===== src/rtl/uart_rcv_param.sv =====
// Parametrised UART receiver: 2-FF synchroniser, mid-bit sampling, optional parity,
// one or two stop bits, per-frame parity/framing/overrun status with rdy/clr_rdy handshake.
module uart_rcv_param #(
  parameter int unsigned BAUD_DIV   = 2604,
  parameter int unsigned DATA_BITS  = 8,
  parameter bit          PARITY_EN  = 1'b0,
  parameter bit          PARITY_ODD = 1'b0,
  parameter int unsigned STOP_BITS  = 1
) (
  input  logic                 clk,
  input  logic                 rst,
  input  logic                 RX,
  input  logic                 clr_rdy,
  output logic [DATA_BITS-1:0] rx_data,
  output logic                 rdy,
  output logic                 parity_err,
  output logic                 frame_err,
  output logic                 overrun
);

  localparam int unsigned CntW = $clog2(BAUD_DIV);
  localparam int unsigned BitW = $clog2(DATA_BITS + 1);

  localparam logic [CntW-1:0] CntLast  = CntW'(BAUD_DIV - 1);
  localparam logic [CntW-1:0] CntHalf  = CntW'(BAUD_DIV / 2 - 1);
  localparam logic [BitW-1:0] DataLast = BitW'(DATA_BITS - 1);
  localparam logic [BitW-1:0] StopLast = BitW'(STOP_BITS - 1);

  typedef enum logic [2:0] {StIdle, StStart, StData, StParity, StStop} state_e;

  state_e                state_q, state_d;
  logic [CntW-1:0]       cnt_q, cnt_d;
  logic [BitW-1:0]       bit_q, bit_d;
  logic [DATA_BITS-1:0]  shift_q, shift_d;
  logic                  perr_q, perr_d;
  logic                  ferr_q, ferr_d;
  logic                  armed_q, armed_d;
  logic                  rx_meta_q, rx_s_q;
  logic [DATA_BITS-1:0]  rx_data_q, rx_data_d;
  logic                  rdy_q, rdy_d;
  logic                  parity_err_q, parity_err_d;
  logic                  frame_err_q, frame_err_d;
  logic                  overrun_q, overrun_d;
  logic                  done;

  always_comb begin
    state_d      = state_q;
    cnt_d        = (cnt_q == CntLast) ? '0 : cnt_q + CntW'(1);
    bit_d        = bit_q;
    shift_d      = shift_q;
    perr_d       = perr_q;
    ferr_d       = ferr_q;
    armed_d      = armed_q;
    rx_data_d    = rx_data_q;
    rdy_d        = rdy_q;
    parity_err_d = parity_err_q;
    frame_err_d  = frame_err_q;
    overrun_d    = overrun_q;
    done         = 1'b0;

    if (clr_rdy) begin
      rdy_d     = 1'b0;
      overrun_d = 1'b0;
    end

    case (state_q)
      StIdle: begin
        cnt_d = '0;
        // After a framing error, wait for the line to go high before re-arming.
        if (!armed_q) begin
          armed_d = rx_s_q;
        end else if (!rx_s_q) begin
          state_d = StStart;
        end
      end
      StStart: begin
        if (cnt_q == CntHalf) begin
          cnt_d = '0;
          if (rx_s_q) begin
            state_d = StIdle;
          end else begin
            state_d = StData;
            bit_d   = '0;
            perr_d  = 1'b0;
            ferr_d  = 1'b0;
          end
        end
      end
      StData: begin
        if (cnt_q == CntLast) begin
          shift_d = {rx_s_q, shift_q[DATA_BITS-1:1]};
          bit_d   = bit_q + BitW'(1);
          if (bit_q == DataLast) begin
            bit_d   = '0;
            state_d = PARITY_EN ? StParity : StStop;
          end
        end
      end
      StParity: begin
        if (cnt_q == CntLast) begin
          perr_d  = PARITY_EN & ((^shift_q) ^ rx_s_q ^ PARITY_ODD);
          bit_d   = '0;
          state_d = StStop;
        end
      end
      StStop: begin
        if (cnt_q == CntLast) begin
          ferr_d = ferr_q | ~rx_s_q;
          bit_d  = bit_q + BitW'(1);
          // Leave mid-stop-bit so a back-to-back start edge is not missed.
          if (bit_q == StopLast) begin
            state_d = StIdle;
            done    = 1'b1;
          end
        end
      end
      default: state_d = StIdle;
    endcase

    // Completion takes priority over a coincident clr_rdy.
    if (done) begin
      rx_data_d    = shift_q;
      parity_err_d = perr_q;
      frame_err_d  = ferr_d;
      rdy_d        = 1'b1;
      overrun_d    = rdy_q & ~clr_rdy;
      if (ferr_d) begin
        armed_d = 1'b0;
      end
    end
  end

  always_ff @(posedge clk) begin
    if (rst) begin
      state_q      <= StIdle;
      cnt_q        <= '0;
      bit_q        <= '0;
      shift_q      <= '0;
      perr_q       <= 1'b0;
      ferr_q       <= 1'b0;
      armed_q      <= 1'b1;
      rx_meta_q    <= 1'b1;
      rx_s_q       <= 1'b1;
      rx_data_q    <= '0;
      rdy_q        <= 1'b0;
      parity_err_q <= 1'b0;
      frame_err_q  <= 1'b0;
      overrun_q    <= 1'b0;
    end else begin
      state_q      <= state_d;
      cnt_q        <= cnt_d;
      bit_q        <= bit_d;
      shift_q      <= shift_d;
      perr_q       <= perr_d;
      ferr_q       <= ferr_d;
      armed_q      <= armed_d;
      rx_meta_q    <= RX;
      rx_s_q       <= rx_meta_q;
      rx_data_q    <= rx_data_d;
      rdy_q        <= rdy_d;
      parity_err_q <= parity_err_d;
      frame_err_q  <= frame_err_d;
      overrun_q    <= overrun_d;
    end
  end

  assign rx_data    = rx_data_q;
  assign rdy        = rdy_q;
  assign parity_err = parity_err_q;
  assign frame_err  = frame_err_q;
  assign overrun    = overrun_q;

endmodule

===== config.mk =====
export PLATFORM = sky130hd
export DESIGN_NAME = uart_rcv_param
export DESIGN_NICKNAME = d
export VERILOG_FILES = /design/src/rtl/uart_rcv_param.sv
export SDC_FILE = /design/constraint.sdc
export NUM_CORES = 1
export LEC_CHECK = 0
export ABC_AREA = 1
export BUFFER_PORTS_ARGS = -buffer_cell sky130_fd_sc_hd__clkbuf_2
export CAP_MARGIN = 0
export CORE_ASPECT_RATIO = 1.75
export CORE_UTILIZATION = 40
export CTS_CLUSTER_SIZE = 8
export DETAILED_ROUTE_END_ITERATION = 12
export GPL_TIMING_DRIVEN = 0
export SYNTH_ARGS = -nofsm -noshare
export SYNTH_HDL_FRONTEND = slang
export SYNTH_SLANG_ARGS = --single-unit

===== constraint.sdc =====
create_clock -name clk -period 1.79 [get_ports clk]
set_input_delay 0.358 -clock clk [delete_from_list [all_inputs] [get_ports clk]]
set_output_delay 0.358 -clock clk [all_outputs]
set_load 0.01 [all_outputs]

==> After elaboration in Yosys (flattened, before gate mapping) <==
Index checks and enable logic that the tools add are counted.
{ "word_totals": {"register_bits": 44, "word_cells": 83, "out_inout_bits": 12, "in_bits": 4} }
{ "op_classes": {"n_mux": 38, "eq_ne": 16, "addsub": 2, "reduce_logical": 9, "n_bitwise": 4} }
{ "ops": {"columns": ["cell", "n"], "rows": [
  ["2-to-1 mux 12 bit", 2],
  ["2-to-1 mux 3 bit", 8],
  ["2-to-1 mux 4 bit", 6],
  ["case mux 12 bit (2 select lines)", 1],
  ["inequality test 2 bit, second input constant", 9],
  ["2-to-1 mux 1 bit", 16],
  ["case mux 4 bit (4 select lines)", 1],
  ["case mux 3 bit (5 select lines)", 1],
  ["adder 12 x 1 -> 12 bit, second input constant", 1],
  ["equality test 12 x 11 -> 1 bit, second input constant", 1],
  ["equality test 12 bit, second input constant", 1],
  ["AND reduction 8 bit", 1],
  ["equality test 3 x 2 -> 1 bit, second input constant", 2],
  ["AND reduction 6 bit", 1],
  ["adder 4 x 1 -> 4 bit, second input constant", 1],
  ["equality test 4 x 3 -> 1 bit, second input constant", 1],
  ["logical NOT 4 bit", 1],
  ["case mux 1 bit (2 select lines)", 2],
  ["AND reduction 4 bit", 1],
  ["nonzero test 2 bit", 2],
  ["nonzero test 4 bit", 1],
  ["equality test 3 x 1 -> 1 bit, second input constant", 1],
  ["equality test 3 bit, second input constant", 1],
  ["logical NOT 3 bit", 1],
  ["other kinds (5)", 6]
]} }

==> Depth between registers and ports, before layout <==
Gate-level depths: netlist of run 1.
{ "logic_depth": {"word_depth": 6, "depth_mapped": 12} }

==> Worst setup path after synthesis of run 1 <==
No wires, ideal clock.
{ "synth_path": {"path_kind": "register to register", "startpoint": "register cnt_q[0]", "endpoint": "register rx_data_q[3] (netlist: rx_data[3])", "required_ns": 1.724, "path_slack_ns": 0.344, "stages_incl_launch_ff": 9, "path_buffers": 1, "setup_time_ns": 0.066, "arrival_ns": 1.380, "cell_sequence": "dfxtp_1 -> ha_1 -> nand2_1 -> nor2_4 -> nand3_4 -> nor3_4 -> buf_6 -> o21ai_2 -> a21oi_2"} }
{ "synth_via": {"elab_chain_cells": 3} }
{ "synth_lines": {"columns": ["item", "line_no", "rtl"], "rows": [
  ["start: declaration", "32", "logic [CntW-1:0] cnt_q, cnt_d;"],
  ["start signal: assignment", "151", "cnt_q <= cnt_d;"],
  ["equality test 12 bit", "107", "if (cnt_q == CntLast) begin"],
  ["2-to-1 mux 1 bit", "107", null],
  ["2-to-1 mux 1 bit", "66", "case (state_q)"],
  ["end signal: assignment", "159", "rx_data_q <= rx_data_d;"],
  ["end: declaration", "39", "logic [DATA_BITS-1:0] rx_data_q, rx_data_d;"]
]} }
Every way passes these cells.
A chain may end at the register's enable or synchronous reset.

==> Worst setup path in the final report of run 1 <==
{ "layout_path": {"startpoint": "register cnt_q[1]", "endpoint": "register shift_q[6]"} }
{ "layout_via": {"elab_chain_cells": 2} }
{ "layout_lines": {"columns": ["item", "line_no", "rtl"], "rows": [
  ["equality test 12 bit", "90", "if (cnt_q == CntLast) begin"],
  ["AND reduction 2 bit (no source line)", null, null],
  ["end signal: assignment", "153", "shift_q <= shift_d;"],
  ["end: declaration", "34", "logic [DATA_BITS-1:0] shift_q, shift_d;"]
]} }
Every way passes these cells.

==> results of run 1 <==
-- metal layers --
layer	vias up	GRT usage
li1	905	-
met1	755	0.188
met2	17	0.308
met3	7	0.0399
met4	0	0.0958
met5	-	0
-- through the flow --
stage	instances	total power [uW]	hold WS (ns)	setup WS, ns	utilization
2_1_floorplan	269	1720	0.389	0.344	-
3_3_place_gp	334	1870	0.404	0.0853	0.448
3_5_place_dp	334	1880	0.406	0.0681	0.448
4_1_cts	342	2510	0.248	0.0394	0.468
5_1_grt	344	2670	0.250	-0.00652	0.473
6_report	344	2480	0.254	0.154	0.473
-- synth_stat cells --
cell type / number
o21ai_0: 18
nand3_4: 1
o21ai_2: 1
nor3_4: 1
xnor2_1: 2
nor3_1: 4
nor2_4: 2
buf_2: 3
buf_6: 1
o21ai_1: 4
nand3_1: 16
inv_1: 26
nor3_2: 1
buf_4: 1
xor2_1: 4
or2_2: 3
ha_1: 4
a21oi_2: 1
o21bai_1: 1
inv_2: 4
nand3b_1: 1
a21oi_4: 1
conb_1: 1
nand2_1: 56
dfxtp_1: 42
a21oi_1: 26
clkbuf_1: 2
nor2_1: 31
nor2_2: 3
nand2_2: 3
nand3_2: 1
nand4_1: 2
nand2_4: 1
nor3b_1: 1
-- worst max-delay path, stage by stage (launching register included) --
cell	delay, ns
dfxtp_1	0.36
ha_2	0.21
nand2_1	0.09
nor2_4	0.16
nand4_1	0.25
buf_2	0.28
o21ai_1	0.14
a21oi_1	0.05
-- registers in the layout, summed over array words and instances (netlist names) --
register   flops
cnt_q         12
rx_data        8
shift_q        8
bit_q          4
state_q        3
armed_q        1
ferr_q         1
frame_err      1
overrun        1
rdy            1
rx_meta_q      1
rx_s_q         1
-- report_power, final --
| part | total, uW | internal, uW | switching [uW] |
|---|---|---|---|
| clock | 627 | 311 | 316 |
| sequential | 1070 | 997 | 68.8 |
| combinational | 782 | 259 | 524 |
-- path summary, 6_finish.rpt --
kind,startpoint,end,depth (start not counted)
max,cnt_q[1]$_SDFF_PP0_,shift_q[6]$_SDFFE_PP0P_,7
min,RX,rx_meta_q$_SDFF_PP1_,2
max reg2reg,cnt_q[1]$_SDFF_PP0_,shift_q[6]$_SDFFE_PP0P_,7
min reg2reg,rx_meta_q$_SDFF_PP1_,rx_s_q$_SDFF_PP1_,1
-- kinds of logic (layout without fill, tap and decap cells) --
logic type | count (synthesis) | in the layout | share of synthesized area
AO/OA/AOI/OAI | 52 | 52 | 0.142
buffers and inverters | 37 | 60 | 0.0777
XOR/XNOR | 6 | 6 | 0.0265
other | 1 | 1 | 0.00189
AND/OR/NAND/NOR | 127 | 127 | 0.302
flip-flops | 42 | 42 | 0.425
adder cells (fa/ha/maj) | 4 | 4 | 0.0253
-- layout make-up --
class / count / share of cell area
buffer: 7 / 0.0186
timing repair buffer: 15 / 0.0377
inverter: 30 / 0.0506
clock inverter: 1 / 0.00225
multi-input combinational: 190 / 0.444
clock buffer: 7 / 0.0388
tap: 52 / 0.0292
sequential: 42 / 0.379
-- timing repair --
item	CTS	global route
buffers inserted	0	2
gates resized for setup	0	3
endpoints found under the setup margin	0	15
==> summary.md, run 1 <==
| Metric | Value |
|---|---|
| Gpl congestion | `0.824` |
| Fmax | `0.611 GHz` |
| DR WL met2 | `2.14 mm` |
| Core ar. | `4710 sq um` |
| Library cells used by synthesis | `34` |
| Vias in the first global route | `1543` |
| Worst hold-check path type | `input pin to flip-flop` |
| Final setup viols | `0` |
| Number of nets in the layout | `299` |
| Synth Cell Area | `1980 sq um` |
| Fillers | `505` |
| Minimum clock period | `1.64 ns` |
| Placed Area | `2110 sq um` |
| Max FO, Critical Path | `10` |
| Final Skew | `0.00514 ns` |
| FF+latch count, synth | `42` |
| Total track usage | `0.178` |
| Hpwl dp | `3.05 mm` |
| Drt drc | `0` |
| Worst Setup Start Kind | `flip-flop` |
| Leak pwr | `0.000896 uW` |
| P&R area growth vs syn | `12.3%` |
| Crit path DAT | `1.82 ns` |
| Most frequent cells in the layout | `nand2_1, dfxtp_1, nor2_1, inv_1, a21oi_1` |
| Die area | `5250 sq um` |
| Final hold violation count | `0` |
| Peak supply drop | `0.680 mV` |
| Largest area contributor in the netlist | `dfxtp_1` |
| Synth top area share | `0.425` |
| Met1 WL | `1.64 mm` |
| Grt total ovfl | `0` |
| Setup slack, reg-to-reg | `0.15 ns` |
| Inserted Diodes | `0` |
| Synth top area cells | `dfxtp_1, nand2_1, a21oi_1, nor2_1, inv_1` |
| Vias/cell | `4.90` |
| Avg WL per Cell | `11.5 um` |
| Crit path kind | `flip-flop to flip-flop` |
| IO Pins | `16` |
| Reg area | `842 sq um` |
| Clk buf depth | `2` |
| Root Driver | `clkbuf_8` |
| Synthesis warning total | `0` |
| Total CTS buffers | `5` |
| Area of the multi-input gates | `988 sq um` |
| Gate Count Post-Synth | `269` |
| Port Buf Inserts | `13` |
| Clock-pin slew on the worst setup and hold paths | `0.08 ns` |
| Sum Neg Setup Slack | `0 ns` |
| Final instance area | `2220 sq um` |
| Die height | `95.1 um` |
| Total clock sinks | `42` |
| Most common cell after layout, fill and taps aside | `nand2_1` |
| Routed Antenna Nets | `0` |
| Cts hold-fix bufs | `0` |
| Post-Syn Nets | `277` |
| TritonCTS clock tree | `yes` |
| Global-route wire length before repair | `6.60 mm` |
| Max-cap violations | `0` |
| Met3 wire length | `81 um` |
| Initial DRC count | `26` |
| Share of layout cells above drive strength 1 | `0.178` |
| PD cells | `1110 nW/um^2` |
| Worst Path Required | `1.97 ns` |
| Post-Syn Area per Cell | `7.36 sq um` |
| Clk_lat worst skew | `0.29 ns` |
| Vias | `1684` |
| Status | `complete, no violations` |
| Pin count of the biggest net entering global routing | `13` |
| Sequential-to-total area share from yosys stat | `0.425` |
| Num rows | `33` |
| Slew Viols, Final | `0` |
| # H-tree levels | `2` |
| DR top layer | `met4` |
| Die X | `55.2 um` |
| Antenna violations before repair | `0` |
| Post-Route WL | `3.96 mm` |
| Initial Util | `0.421` |
| Router iterations before antenna repair | `4` |
| Worst Setup End Kind | `flip-flop` |
| Crit share post-route | `0.914` |
Note: power is estimated with default switching activity, not from simulation.
==> run 2, diff against run 1 <==
--- a/config.mk
+++ b/config.mk
@@ -13,6 +13,7 @@
 export CTS_CLUSTER_SIZE = 8
 export DETAILED_ROUTE_END_ITERATION = 12
 export GPL_TIMING_DRIVEN = 0
+export RECOVER_POWER = 50
 export SYNTH_ARGS = -nofsm -noshare
 export SYNTH_HDL_FRONTEND = slang
 export SYNTH_SLANG_ARGS = --single-unit
==> summary.md, run 2 (same netlist as run 1, synthesis figures left out) <==
| Metric | Value |
|---|---|
| Final setup viols | `0` |
| Gpl congestion | `0.824` |
| Global-route wire length before repair | `6.60 mm` |
| Pin count of the biggest net entering global routing | `13` |
| Vias/cell | `4.87` |
| Clk buf depth | `2` |
| Crit share post-route | `0.910` |
| Inserted Diodes | `0` |
| PD cells | `1120 nW/um^2` |
| Core ar. | `4710 sq um` |
| Router iterations before antenna repair | `4` |
| TritonCTS clock tree | `yes` |
| Max FFs per register | `12` |
| Launching point of the worst reg2reg path | `cnt_q[1]$_SDFF_PP0_` |
| DR WL met2 | `2.14 mm` |
| Crit path DAT | `1.81 ns` |
| Die X | `55.2 um` |
| Clk_lat worst skew | `0.29 ns` |
| Cells on worst reg2reg path | `7` |
| Worst Setup Start Kind | `flip-flop` |
| P&R area growth vs syn | `11.4%` |
| Drt drc | `0` |
| Initial Util | `0.421` |
| Leak pwr | `0.000858 uW` |
| Most frequent cells in the layout | `nand2_1, dfxtp_1, nor2_1, inv_1, a21oi_1` |
| Port Buf Inserts | `13` |
| Final Skew | `0.00584 ns` |
| Max FO, Critical Path | `10` |
| Peak supply drop | `0.675 mV` |
| Total CTS buffers | `5` |
| IO Pins | `16` |
| Critical path destination | `shift_q[6]$_SDFFE_PP0P_` |
| Most flops, register | `cnt_q` |
| Die height | `95.1 um` |
| Antenna violations before repair | `0` |
| Vias in the first global route | `1543` |
| Hpwl dp | `3.05 mm` |
| Vias | `1676` |
| Sum Neg Setup Slack | `0 ns` |
| Setup slack, reg-to-reg | `0.16 ns` |
| Worst-path cell chain | `ha_2 -> nand2_1 -> nor2_4 -> nand4_1 -> buf_2 -> o21ai_1 -> a21oi_1` |
| Slowest CP cell | `dfxtp_1` |
| Worst Setup End Kind | `flip-flop` |
| Fmax | `0.614 GHz` |
| Avg WL per Cell | `11.5 um` |
| CP Buf/Inv Count | `1` |
| Final hold violation count | `0` |
| Instance count on the critical path | `7` |
| Cts hold-fix bufs | `0` |
| Total clock sinks | `42` |
| Crit path kind | `flip-flop to flip-flop` |
| Max-cap violations | `0` |
| Met3 wire length | `90 um` |
| Clock-pin slew on the worst setup and hold paths | `0.08 ns` |
| Met1 WL | `1.62 mm` |
| Worst Path Required | `1.97 ns` |
| Share of layout cells above drive strength 1 | `0.134` |
| Kind of cell adding the most delay to the critical path | `simple AND/OR/NAND/NOR gates` |
| Num rows | `33` |
| DR top layer | `met4` |
| Routed Antenna Nets | `0` |
| Initial DRC count | `25` |
| Most common cell after layout, fill and taps aside | `nand2_1` |
| Total track usage | `0.178` |
| # H-tree levels | `2` |
| Status | `complete, no violations` |
| Root Driver | `clkbuf_8` |
| Grt total ovfl | `0` |
| Minimum clock period | `1.63 ns` |
| R2R Path End | `shift_q[6]$_SDFFE_PP0P_` |
| Hold WS | `0.254 ns` |
| Slew Viols, Final | `0` |
| Worst hold-check path type | `input pin to flip-flop` |
| Die area | `5250 sq um` |
| Number of nets in the layout | `299` |
| Crit path largest cell delay | `0.36 ns` |
| CP startpoint | `cnt_q[1]$_SDFF_PP0_` |
| Post-Route WL | `3.96 mm` |
==> run 2: cell type report <==
class,count,area (sq um)
clock inverters,1,5.00
clock buffers,7,86.3
well taps,52,65.1
fillers,507,2500
multi-input cells,190,983
repair buffers,15,70.1
inverters,30,113
plain buffers,7,41.3
flip-flops and latches,42,842
==> run 2: metrics by stage <==
step                instance area, sq um  setup WS (ns)  instances   util  total power, uW
floorplan                           1980          0.344        269      -             1720
global placement                    2110         0.0853        334  0.448             1870
detailed placement                  2110         0.0681        334  0.448             1880
CTS                                 2200         0.0394        342  0.468             2510
global route                        2210       -0.00652        344  0.469             2670
finish                              2210          0.161        344  0.469             2470
==> run 2: power by group <==
| group | internal [uW] | switching [uW] | leakage (uW) |
|---|---|---|---|
| logic | 258 | 526 | 0.000470 |
| clock network | 311 | 313 | 0.0000482 |
| registers | 997 | 66.1 | 0.000340 |
==> run 2: worst min-delay path by stage <==
| stage | from | to | slack [ns] | depth (start not counted) |
|---|---|---|---|---|
| after detailed placement | rx_meta_q$_SDFF_PP1_ | rx_s_q$_SDFF_PP1_ | 0.41 | 1 |
| after global routing | RX | rx_meta_q$_SDFF_PP1_ | 0.25 | 2 |
| after CTS | RX | rx_meta_q$_SDFF_PP1_ | 0.25 | 2 |
| after global placement | rx_meta_q$_SDFF_PP1_ | rx_s_q$_SDFF_PP1_ | 0.40 | 1 |
| after floorplan | rx_meta_q$_SDFF_PP1_ | rx_s_q$_SDFF_PP1_ | 0.39 | 1 |
| final | RX | rx_meta_q$_SDFF_PP1_ | 0.25 | 2 |
==> run 2: routing by layer <==
metal	up-vias	track usage
met5	-	0
met2	19	0.308
met4	0	0.0958
met1	747	0.188
met3	7	0.0399
li1	903	-
==> run 2: timing repair <==
| item | in CTS | in global routing |
|---|---|---|
| gates resized for setup | 0 | 3 |
| endpoints found under the setup margin | 0 | 15 |
| setup buffers | 0 | 2 |
==> run 3, diff against run 2 <==
--- a/config.mk
+++ b/config.mk
@@ -8,7 +8,6 @@
 export ABC_AREA = 1
 export BUFFER_PORTS_ARGS = -buffer_cell sky130_fd_sc_hd__clkbuf_2
 export CAP_MARGIN = 0
-export CORE_ASPECT_RATIO = 1.75
 export CORE_UTILIZATION = 40
 export CTS_CLUSTER_SIZE = 8
 export DETAILED_ROUTE_END_ITERATION = 12
==> summary.md, run 3 (same netlist as run 1, synthesis figures left out) <==
| Metric | Value |
|---|---|
| Sum Neg Setup Slack | `0 ns` |
| P&R area growth vs syn | `12.8%` |
| Slew Viols, Final | `0` |
| Inserted Diodes | `0` |
| Port Buf Inserts | `13` |
| Final Skew | `0.0134 ns` |
| Max FFs per register | `12` |
| Vias | `1675` |
| Minimum clock period | `1.66 ns` |
| Clk buf depth | `2` |
| Total CTS buffers | `5` |
| Max-cap violations | `0` |
| Router iterations before antenna repair | `4` |
| Busiest layer in global routing | `met2` |
| Global-route wire length before repair | `6.49 mm` |
| Grt met3 use | `0.0417` |
| Pin count of the biggest net entering global routing | `17` |
| Leak pwr | `0.000864 uW` |
| Worst Path Required | `2.04 ns` |
| Avg WL per Cell | `10.5 um` |
| IO Pins | `16` |
| # H-tree levels | `2` |
| Initial DRC count | `45` |
| Core ar. | `4750 sq um` |
| Clk_lat worst skew | `0.30 ns` |
| Drt drc | `0` |
| RSZ-0062 raised after global routing | `no` |
| Most frequent cells in the layout | `nand2_1, dfxtp_1, nor2_1, inv_1, a21oi_1` |
| Share of layout cells above drive strength 1 | `0.130` |
| Die area | `5240 sq um` |
| Worst hold-check path type | `input pin to flip-flop` |
| Min-Delay Path Depth | `2` |
| Max FO, Critical Path | `10` |
| Final hold violation count | `0` |
| Min-delay src | `RX` |
| Number of nets in the layout | `299` |
| Grt total ovfl | `0` |
| Vias/cell | `4.67` |
| TritonCTS clock tree | `yes` |
| Fmax | `0.601 GHz` |
| Cells on worst reg2reg path | `9` |
| Setup slack, reg-to-reg | `0.13 ns` |
| Clock-pin slew on the worst setup and hold paths | `0.09 ns` |
| Most flops, register | `cnt_q` |
| Post-Route WL | `3.76 mm` |
| WHS Endpoint | `rx_meta_q$_SDFF_PP1_` |
| Die height | `72.4 um` |
| Antenna violations before repair | `0` |
| Initial Util | `0.417` |
| Peak supply drop | `0.460 mV` |
| Fillers | `514` |
| Met1 Use GR | `0.214` |
| Die X | `72.4 um` |
| Launching point of the worst reg2reg path | `cnt_q[1]$_SDFF_PP0_` |
| Crit share post-route | `0.930` |
| Crit path kind | `flip-flop to flip-flop` |
| Most common cell after layout, fill and taps aside | `nand2_1` |
| M2 GR Usage | `0.243` |
| Worst Setup End Kind | `flip-flop` |
| Final setup viols | `0` |
| Root Driver | `clkbuf_8` |
| Crit path DAT | `1.91 ns` |
| Status | `complete, no violations` |
| Gpl congestion | `0.796` |
| Total clock sinks | `42` |
| PD cells | `1120 nW/um^2` |
| Routed Antenna Nets | `0` |
| Worst Setup Start Kind | `flip-flop` |
| Vias in the first global route | `1471` |
| R2R Path End | `rx_data[3]$_SDFFE_PP0P_` |
| Total track usage | `0.159` |
| Hold WS | `0.233 ns` |
| Hpwl dp | `2.72 mm` |
| Num rows | `25` |
run 3: power breakdown:
| part | switching (uW) | internal (uW) | leakage [uW] |
|---|---|---|---|
| sequential | 65.9 | 997 | 0.000340 |
| combinational | 524 | 254 | 0.000473 |
| clock | 362 | 292 | 0.0000506 |
| total | 951 | 1540 | 0.000864 |
run 3: cell type report:
cell class              count  area [sq um]  area share
inverters                  30           113      0.0504
well taps                  67          83.8      0.0375
flip-flops and latches     42           842       0.377
plain buffers               7          41.3      0.0185
multi-input cells         190           978       0.438
clock inverters             3          28.8      0.0129
repair buffers             15          78.8      0.0353
clock buffers               5          68.8      0.0308
run 3: through the flow:
step	utilization	setup WS, ns	total power (uW)	cell area [sq um]	std cells
3_3_place_gp	0.448	0.0598	1860	2130	349
6_report	0.470	0.126	2490	2230	359
2_1_floorplan	-	0.344	1720	1980	269
4_1_cts	0.468	0.0533	2530	2230	357
5_1_grt	0.470	0.00433	2680	2230	359
3_5_place_dp	0.448	0.0712	1870	2130	349
run 3: worst max-delay path by stage:
stage                              endpoint  slack, ns                 from
CTS                 rx_data[3]$_SDFFE_PP0P_       0.05  cnt_q[0]$_SDFF_PP0_
global placement    rx_data[3]$_SDFFE_PP0P_       0.06  cnt_q[0]$_SDFF_PP0_
floorplan           rx_data[3]$_SDFFE_PP0P_       0.34  cnt_q[0]$_SDFF_PP0_
detailed placement  rx_data[3]$_SDFFE_PP0P_       0.07  cnt_q[0]$_SDFF_PP0_
finish              rx_data[3]$_SDFFE_PP0P_       0.13  cnt_q[1]$_SDFF_PP0_
global route        rx_data[3]$_SDFFE_PP0P_      0.004  cnt_q[1]$_SDFF_PP0_
run 3: timing repair:
action / CTS / global route
setup buffers: 0 / 2
gates resized for setup: 0 / 2
endpoints found under the setup margin: 0 / 11
endpoints found under the hold margin: 0 / 0
hold buffers: 0 / 0
run 3: critical path, cell delays in order (launching register included):
cell and delay, ns:
dfxtp_1 0.36, ha_1 0.22, nand2_1 0.10, nor2_4 0.15, nand3_4 0.11, nor3_4 0.23
buf_12 0.15, buf_6 0.14, o21ai_2 0.06, a21oi_2 0.10
run 3: per-layer routing:
metal  wire, um  vias to the layer above
met4         59                        0
li1           -                      908
met3        107                        4
met2       1630                       17
met5          0                        -
met1       1970                      746
